==> src/rtl/mem_arbiter.sv <==
// mem_arbiter: shares the single main-memory port between the instruction
// fetch unit and the load/store unit. Round-robin on ties, one transaction
// in flight, responses registered and returned only to the owning requester.
module mem_arbiter #(
  parameter int AW = 64,
  parameter int DW = 64
) (
  input  logic          clk,
  input  logic          rst,
  // instruction fetch port
  input  logic          if_req_valid,
  output logic          if_req_ready,
  input  logic [AW-1:0] if_addr,
  output logic          if_resp_valid,
  output logic [31:0]   if_rdata,
  // load/store port
  input  logic          ls_req_valid,
  output logic          ls_req_ready,
  input  logic          ls_we,
  input  logic [AW-1:0] ls_addr,
  input  logic [DW-1:0] ls_wdata,
  input  logic [7:0]    ls_wmask,
  output logic          ls_resp_valid,
  output logic [DW-1:0] ls_rdata,
  // physical memory port
  output logic          mem_req_valid,
  input  logic          mem_req_ready,
  output logic          mem_we,
  output logic [AW-1:0] mem_addr,
  output logic [DW-1:0] mem_wdata,
  output logic [7:0]    mem_wmask,
  input  logic          mem_resp_valid,
  input  logic [DW-1:0] mem_rdata
);

  typedef enum logic [1:0] {
    IDLE,
    REQ,
    WAIT
  } state_t;

  typedef enum logic {
    OWN_IF,
    OWN_LS
  } owner_t;

  state_t state;
  owner_t owner;
  owner_t last_grant;

  logic grant_if;
  logic grant_ls;

  // Grant decision: only in IDLE; on a tie the requester not served last wins.
  // The ready is a same-cycle decode so the requester sees the handshake in
  // the grant cycle itself.
  always_comb begin
    grant_if = 1'b0;
    grant_ls = 1'b0;
    if (state == IDLE && !rst) begin
      if (ls_req_valid && (!if_req_valid || last_grant == OWN_IF)) begin
        grant_ls = 1'b1;
      end else if (if_req_valid) begin
        grant_if = 1'b1;
      end
    end
  end

  assign if_req_ready = grant_if;
  assign ls_req_ready = grant_ls;

  // Transaction FSM: latch the granted request, present it to memory, then
  // route the registered response back to the owner.
  always_ff @(posedge clk) begin
    if (rst) begin
      state         <= IDLE;
      owner         <= OWN_IF;
      last_grant    <= OWN_IF;
      mem_req_valid <= 1'b0;
      mem_we        <= 1'b0;
      mem_addr      <= '0;
      mem_wdata     <= '0;
      mem_wmask     <= '0;
      if_resp_valid <= 1'b0;
      if_rdata      <= '0;
      ls_resp_valid <= 1'b0;
      ls_rdata      <= '0;
    end else begin
      if_resp_valid <= 1'b0;
      ls_resp_valid <= 1'b0;
      case (state)
        IDLE: begin
          if (grant_ls) begin
            owner         <= OWN_LS;
            last_grant    <= OWN_LS;
            mem_we        <= ls_we;
            mem_addr      <= ls_addr;
            mem_wdata     <= ls_wdata;
            mem_wmask     <= ls_wmask;
            mem_req_valid <= 1'b1;
            state         <= REQ;
          end else if (grant_if) begin
            owner         <= OWN_IF;
            last_grant    <= OWN_IF;
            mem_we        <= 1'b0;
            mem_addr      <= if_addr;
            mem_wdata     <= '0;
            mem_wmask     <= '0;
            mem_req_valid <= 1'b1;
            state         <= REQ;
          end
        end
        REQ: begin
          // a response arriving together with ready is not consumed here
          if (mem_req_ready) begin
            mem_req_valid <= 1'b0;
            state         <= WAIT;
          end
        end
        WAIT: begin
          if (mem_resp_valid) begin
            state <= IDLE;
            if (owner == OWN_LS) begin
              ls_resp_valid <= 1'b1;
              ls_rdata      <= mem_we ? '0 : mem_rdata;
            end else begin
              if_resp_valid <= 1'b1;
              if_rdata      <= mem_addr[2] ? mem_rdata[32 +: 32] : mem_rdata[0 +: 32];
            end
          end
        end
        default: state <= IDLE;
      endcase
    end
  end

endmodule

==> config.mk <==
export PLATFORM = sky130hd
export DESIGN_NAME = mem_arbiter
export DESIGN_NICKNAME = d
export VERILOG_FILES = /design/src/rtl/mem_arbiter.sv
export SDC_FILE = /design/constraint.sdc
export NUM_CORES = 1
export LEC_CHECK = 0
export BUFFER_PORTS_ARGS = -buffer_cell sky130_fd_sc_hd__clkbuf_2
export CELL_PAD_IN_SITES_DETAIL_PLACEMENT = 1
export CELL_PAD_IN_SITES_GLOBAL_PLACEMENT = 1
export CORE_AREA = 5 5 195 197
export DETAILED_ROUTE_END_ITERATION = 7
export DIE_AREA = 0 0 200 202
export PLACE_DENSITY = 0.64
export SETUP_SLACK_MARGIN = 0.4
export SLEW_MARGIN = 20
export SYNTH_ARGS = -nofsm -noshare
export SYNTH_HDL_FRONTEND = slang
export SYNTH_SLANG_ARGS = --single-unit
==> constraint.sdc <==
create_clock -name clk -period 2.26 [get_ports clk]
set_input_delay 0.113 -clock clk [delete_from_list [all_inputs] [get_ports clk]]
set_output_delay 0.113 -clock clk [all_outputs]
set_load 0.005 [all_outputs]
==> run summary, run 1 <==
Logic gate share of total power -> 18.0%
Post-synthesis register bit count -> 239
Synthesis Warnings -> 0
Post-synth top area share -> 51.7%
Mean Syn Cell Area -> 9.05 um2
Drt first-iter violations -> 496
Post-synthesis cell area -> 0.00926 mm2
Post-Syn Nets -> 1295
Dpl ws -> 0.289 ns
Routability cong. -> 0.808
Clk slew on worst S/H paths -> 0.06 ns
Buffers on Ports -> 508
First-pass GRT wire length -> 70200 um
PD cells -> 700 mW/mm2
Leading cell type in the layout, fill and taps excluded -> clkbuf_2
Total GRT Usage -> 21.3%
R2R setup slack -> 0.44 ns
WL final -> 46600 um
Post-route minimum period -> 1.82 ns
Worst VDD drop -> 0.553 mV
Fill cell count -> 4223
Pins Over Slew Limit -> 0
CTS Buf Count -> 28
Initial antenna violation count -> 9
Design area -> 0.0161 mm2
Post-Synth Simple-Gate Area -> 12.7%
Failing checks -> negative hold slack
Final #Nets -> 2015
Status -> finished, violations left
FF/Latch Area -> 0.00479 mm2
CTS tree -> built
Final Power -> 11.3 mW
Startpoint types -> input pin
DPL Wire Length -> 29100 um
Worst Path Max Fanout -> 7
Max-cap violation count -> 0
Yosys top cell by area -> dfxtp_1
Commonest non-fill, non-tap cells in the layout -> clkbuf_2 (507), dlygate4sd3_1 (266), dfxtp_1 (235)
Congestion Overflow GR -> 0
Setup CP Type -> input pin to output port
Layout cell share with drive strength beyond 1 -> 34.5%
CTS H-tree depth -> 1
Compound-Gate Fraction of Synth Area -> 26.7%
Rel. slew slack -> 54.6%
Seq pwr share -> 40.7%
Multiplexer share of the synthesized area -> 3.46%
Die W -> 200 um
Final WS setup -> 0.435 ns
Unrepaired setup endpoints after global routing -> true
Fin crit share -> 80.7%
Netlist cell types -> 33
Post-Synthesis Cells -> 1024
Root buf cell -> clkbuf_16
Sw Ratio -> 26.9%
Seq/Total Area, Yosys -> 51.7%
Slew at the pin with the worst max-slew slack -> 0.681 ns
Final setup violation count -> 0
Pint -> 8.23 mW
Fin Hold WS -> -0.0112 ns
Sw Pwr -> 3.03 mW
Clock tree sinks -> 239
Core Footprint -> 0.0361 mm2
Final hold vios -> 1
Area of the multi-input gates -> 0.00407 mm2
P_leak -> 6.88 nW
Max layer used -> met5
Area Growth Syn to Fin -> 73.6%
Clock Skews -> 0.0185 ns
Setup TNS -> 0 ns
Starting Density -> 25.7%
Number of global-route vias before repair -> 12278
Synth Area in Adders -> 0%
Post-Place Cells -> 1910
Synth Area in XOR/XNOR -> 0%
Routed wire per std cell -> 20.8 um
Met2 WL -> 23000 um
DR WL met3 -> 3680 um
Main combinational cell family by area after synthesis -> compound AO/OA/AOI/OAI gates
DIE HEIGHT -> 202 um
CP Data Required Time -> 2.15 ns
Hold Crit Class -> input pin to flip-flop
Synth area leaders -> dfxtp_1 (52%), a21oi_1 (7.6%), a2111oi_0 (6.0%)
Latest clock arrival within the worst-skew pair -> 0.55 ns
DRT antenna net count -> 0
F_max -> 548 MHz
Clock tree buffer depth -> 3
Area after DPL -> 0.0123 mm2
Clock share of power -> 41.3%
Routed vias/inst -> 5.04
Wl on met1 -> 17700 um
Iteration count of the initial detailed-routing pass -> 4
Via Count -> 11298
Setup crit end kind -> output port
Top-Level Pins -> 509
Die Area -> 0.0404 mm2
Post-route insts no fill -> 2241
Largest net degree at the start of global routing -> 101
Rows -> 70
Post-route core utilization -> 44.6%
Arr. time, crit path -> 1.71 ns
# DRC -> 0
==> worst max-delay path, cell delays in order <==
cell           delay [ns]
dlygate4sd3_1        0.59
clkbuf_4             0.25
or4b_4               0.49
a21oi_2              0.13
clkbuf_2             0.14
==> sequential cells by signal, indices dropped and copies added (netlist names), 2 cells and up <==
| signal | count |
|---|---|
| if_rdata | 32 |
| ls_rdata | 64 |
| mem_addr | 64 |
| mem_wdata | 64 |
| mem_wmask | 8 |
| state | 2 |
==> cell usage after synthesis <==
| master | n |
|---|---|
| dfxtp_1 | 239 |
| a21oi_1 | 140 |
| nor2_1 | 99 |
| clkbuf_1 | 85 |
| nand3_1 | 74 |
| o21ai_0 | 74 |
| a2111oi_0 | 63 |
| a22o_1 | 63 |
| nor3_1 | 63 |
| a211oi_1 | 32 |
| mux2i_1 | 32 |
| buf_2 | 22 |
| buf_1 | 9 |
| inv_1 | 4 |
| buf_6 | 3 |
| nand2_1 | 3 |
| and2_1 | 2 |
| nor3_2 | 2 |
| a211o_1 | 1 |
| a21bo_2 | 1 |
| a21boi_1 | 1 |
| a311oi_1 | 1 |
| a31oi_1 | 1 |
| a32o_1 | 1 |
| nand3b_1 | 1 |
| nand4b_1 | 1 |
| nor4bb_1 | 1 |
| o31ai_1 | 1 |
| or2_2 | 1 |
| or3_1 | 1 |
| or3b_2 | 1 |
| or4b_2 | 1 |
| or4b_4 | 1 |
==> layout make-up <==
type                    count  share of cell area [%]
clock inverters             6                   0.545
inverters                   4                  0.0934
repair buffers            808                    35.1
clock buffers              44                    5.36
well taps                 468                    3.64
flip-flops and latches    239                    29.8
diodes                      9                   0.140
multi-input cells         663                    25.3
==> logic make-up (layout without fill, tap and decap cells) <==
group,Yosys count,count (layout)
buffers and inverters,123,862
flip-flops,239,239
multiplexers,32,32
AND/OR/NAND/NOR,251,252
AO/OA/AOI/OAI,379,379
other,0,9
==> power by group through the flow <==
stage	clock (mW)	sequential (mW)	combinational [mW]
3_3_place_gp	0	4.66	1.54
3_5_place_dp	0	4.67	1.55
4_1_cts	4.80	4.58	1.96
6_report	4.65	4.59	2.03
5_1_grt	4.95	4.61	2.19
2_1_floorplan	0	4.64	0.730
==> path summary, 6_finish.rpt <==
| check | end | start | cells past startpoint |
|---|---|---|---|
| setup / recovery | if_req_ready | if_req_valid | 5 |
| hold / removal | mem_addr[35] | ls_addr[35] | 3 |
| setup reg to reg | mem_wdata[35] | state[0] | 5 |
| hold reg to reg | ls_rdata[49] | ls_rdata[49] | 2 |
==> repair_timing <==
| item | 4_1_cts | 5_1_grt |
|---|---|---|
| resized for setup | 6 | 23 |
| pin swaps | 2 | 0 |
| endpoints found under the setup margin | 46 | 35 |
| hold endpoints to repair | 235 | 0 |
| setup buffers | 3 | 1 |
| hold buffers | 266 | 0 |
| gates cloned | 1 | 1 |
==> per-layer routing <==
| layer | track usage (%) | vias to the layer above |
|---|---|---|
| met5 | 0 | - |
| met4 | 9.56 | 2 |
| met3 | 5.53 | 127 |
| li1 | - | 5261 |
| met1 | 23.9 | 5450 |
| met2 | 37.5 | 458 |
No activity file was read; power rests on OpenSTA's default activity.
==> inputs of run 2 (changes only) <==
==> constraint.sdc (replaced) <==
create_clock -name clk -period 1.8 [get_ports clk]
set_input_delay 0.09 -clock clk [delete_from_list [all_inputs] [get_ports clk]]
set_output_delay 0.09 -clock clk [all_outputs]
set_load 0.005 [all_outputs]
==> run 2 against run 1 <==
Net effect: the flow finishes with violations (negative setup slack); sequential cell count unchanged; sequential share of layout area down 6.6 points; largest power group unchanged; register-to-register slack worse by 0.61 ns; design area up 28%; highest routed layer unchanged; largest cell class unchanged; sequential power up 27%; global-route usage up 5.2 points; total power up 48%; first-iteration DRC count up 6.3%.
==> run summary, run 2 (same netlist as run 1, synthesis figures left out) <==
Critical Path Most Common Cell -> buf_6
DPL Wire Length -> 28900 um (-0.74%)
Status -> finished, violations left
Largest regs -> ls_rdata (64), mem_addr (64), mem_wdata (64)
Iteration count of the initial detailed-routing pass -> 4 (unchanged)
Worst VDD drop -> 0.772 mV (+40%)
Number of global-route vias before repair -> 13727 (+12%)
Die Area -> 0.0404 mm2 (unchanged)
PD cells -> 806 mW/mm2 (+15%)
Area Growth Syn to Fin -> 123%
Clock Skews -> 0.0196 ns (+0.00112 ns)
Initial antenna violation count -> 10 (+1)
Clk slew on worst S/H paths -> 0.06 ns (about the same)
Fin crit share -> 110%
Final hold vios -> 0 (-1)
CP Cell Sequence -> buf_6 > nor3_4 > buf_6 > buf_8 > buf_12 > buf_16 > a21oi_2 > a2111oi_2
CP top delay family -> buffers and inverters
CTS Buf Count -> 29 (+3.6%)
Final #Nets -> 2145 (+6.5%)
Sw Pwr -> 5.08 mW (+68%)
Drt first-iter violations -> 527 (+6.3%)
Reg2Reg Capture Point -> mem_addr[61]
Congestion Overflow GR -> 0 (unchanged)
Pint -> 11.6 mW (+41%)
Rel. slew slack -> 23.2% (-31 points)
Sw Ratio -> 30.5% (+3.6 points)
Post-Place Cells -> 1917 (+0.37%)
Max stage delay on crit path -> 0.52 ns (-0.07 ns)
Root buf cell -> clkbuf_16
Worst hold stages -> 5 (+2)
Pins Over Slew Limit -> 0 (unchanged)
Failing checks -> negative setup slack
Slew at the pin with the worst max-slew slack -> 1.15 ns (+0.471 ns)
Leading cell type in the layout, fill and taps excluded -> clkbuf_2
Routed vias/inst -> 5.38 (+6.6%)
Layout cell share with drive strength beyond 1 -> 55.1% (+21 points)
Hold Crit Class -> input pin to flip-flop
# DRC -> 0 (unchanged)
Buf/Inv on CP -> 5 (+2)
Fin Hold WS -> 0.0683 ns (+0.0795 ns)
CP Data Required Time -> 2.20 ns (+0.05 ns)
Arr. time, crit path -> 2.38 ns (+0.67 ns)
Worst min-delay path endpoint -> ls_resp_valid
Starting Density -> 25.7% (unchanged)
P_leak -> 8.36 nW (+21%)
Setup CP Type -> flip-flop to flip-flop
Commonest non-fill, non-tap cells in the layout -> clkbuf_2 (505), dlygate4sd3_1 (268), dfxtp_1 (235)
DIE HEIGHT -> 202 um (unchanged)
Setup crit end kind -> flip-flop
Post-route core utilization -> 57.3% (+13 points)
Top-Level Pins -> 509 (unchanged)
First-pass GRT wire length -> 84200 um (+20%)
Final WS setup -> -0.180 ns (-0.615 ns)
Clock tree sinks -> 239 (unchanged)
Clock share of power -> 36.7% (-4.6 points)
Core Footprint -> 0.0361 mm2 (unchanged)
Worst Path Max Fanout -> 6 (-1)
Final setup violation count -> 33 (+33)
Largest net degree at the start of global routing -> 100 (-0.99%)
Total GRT Usage -> 26.5% (+5.2 points)
Rows -> 70 (unchanged)
Latest clock arrival within the worst-skew pair -> 0.57 ns (+0.02 ns)
Clock tree buffer depth -> 3 (unchanged)
DRT antenna net count -> 0 (unchanged)
Hold Startpoint -> mem_resp_valid
Via Count -> 12739 (+13%)
Startpoint types -> flip-flop
WL final -> 64600 um (+39%)
CTS H-tree depth -> 1 (unchanged)
CTS tree -> built
Routed wire per std cell -> 27.3 um (+31%)
R2R depth -> 8 (+3)
Routability cong. -> 0.798 (-1.2%)
Slowest-stage cell, CP -> a2111oi_2
Unrepaired setup endpoints after global routing -> true
Logic gate share of total power -> 28.3% (+10 points)
Post-route minimum period -> 1.98 ns
Setup TNS -> -1.48 ns (-1.48 ns)
Post-route insts no fill -> 2370 (+5.8%)
Die W -> 200 um (unchanged)
F_max -> 505 MHz
Max-cap violation count -> 0 (unchanged)
Reg2reg start -> state[1]
R2R setup slack -> -0.18 ns (-0.61 ns)
Seq pwr share -> 35.0% (-5.7 points)
Buffers on Ports -> 508 (unchanged)
[run 2: cell count changes in the layout (fill, tap and decap cells not counted), moves of 38 or more]
cell / delta
nor2_1: -60
buf_16: +40
nand3_1: -43
a2111oi_2: +39
a2111oi_0: -44
o21ai_0: -72
o21ai_2: +38
a21oi_1: -63
nor2_4: +45
a21oi_2: +52
[run 2: stage by stage]
step | cell area [um2] | worst slack (ns) | total power, mW
global placement | 12500 | 0.114 | 7.84
finish | 20700 | -0.180 | 16.7
CTS | 18800 | -0.0821 | 15.8
detailed placement | 12500 | -0.0300 | 7.88
global route | 20700 | -0.325 | 17.2
floorplan | 9450 | 0.197 | 6.82
[run 2: power groups by stage]
stage | clock (mW) | combinational, mW | sequential (mW)
global placement | 0 | 2.01 | 5.84
global route | 6.43 | 4.89 | 5.84
floorplan | 0 | 0.989 | 5.83
finish | 6.12 | 4.71 | 5.83
detailed placement | 0 | 2.04 | 5.85
CTS | 6.19 | 3.85 | 5.76
[run 2: worst register-to-register path, stage by stage, from the launching register on]
cell       delay [ns]
dfxtp_4          0.35
buf_6            0.12
nor3_4           0.16
buf_6            0.20
buf_8            0.16
buf_12           0.11
buf_16           0.13
a21oi_2          0.07
a2111oi_2        0.52
[run 2: layout make-up]
cell class                      count  area (um2)
Fill cell                        3845       15400
Timing Repair Buffer              938        8180
Multi-Input combinational cell    662        6100
Sequential cell                   239        4790
Clock buffer                       41         831
Tap cell                          468         586
Clock inverter                      9         138
Antenna cell                        9        22.5
Inverter                            4        20.0
[run 2: worst max-delay path by stage]
stage / from / endpoint / slack, ns / cells past startpoint
2_1_floorplan: state[0] / mem_addr[62] / 0.20 / 6
3_3_place_gp: state[0] / mem_wmask[0] / 0.11 / 5
3_5_place_dp: state[0] / mem_addr[60] / -0.03 / 4
4_1_cts: state[1] / if_req_ready / -0.08 / 3
5_1_grt: state[1] / mem_addr[61] / -0.33 / 8
6_report: state[1] / mem_addr[61] / -0.18 / 8
[run 2: layer usage]
layer	global-route usage, %	share of wire [%]
met5	0	0.011
met4	12.2	5.7
met3	5.25	7.1
met2	47.5	51
met1	29.9	36
[run 2: repair_timing]
| item | 4_1_cts | 5_1_grt |
|---|---|---|
| pin swaps | 91 | 118 |
| setup buffers | 47 | 27 |
| cloned | 38 | 14 |
| hold buffers | 267 | 1 |
| endpoints found under the hold margin | 238 | 1 |
| setup endpoints to repair | 238 | 238 |
| resized for setup | 313 | 331 |
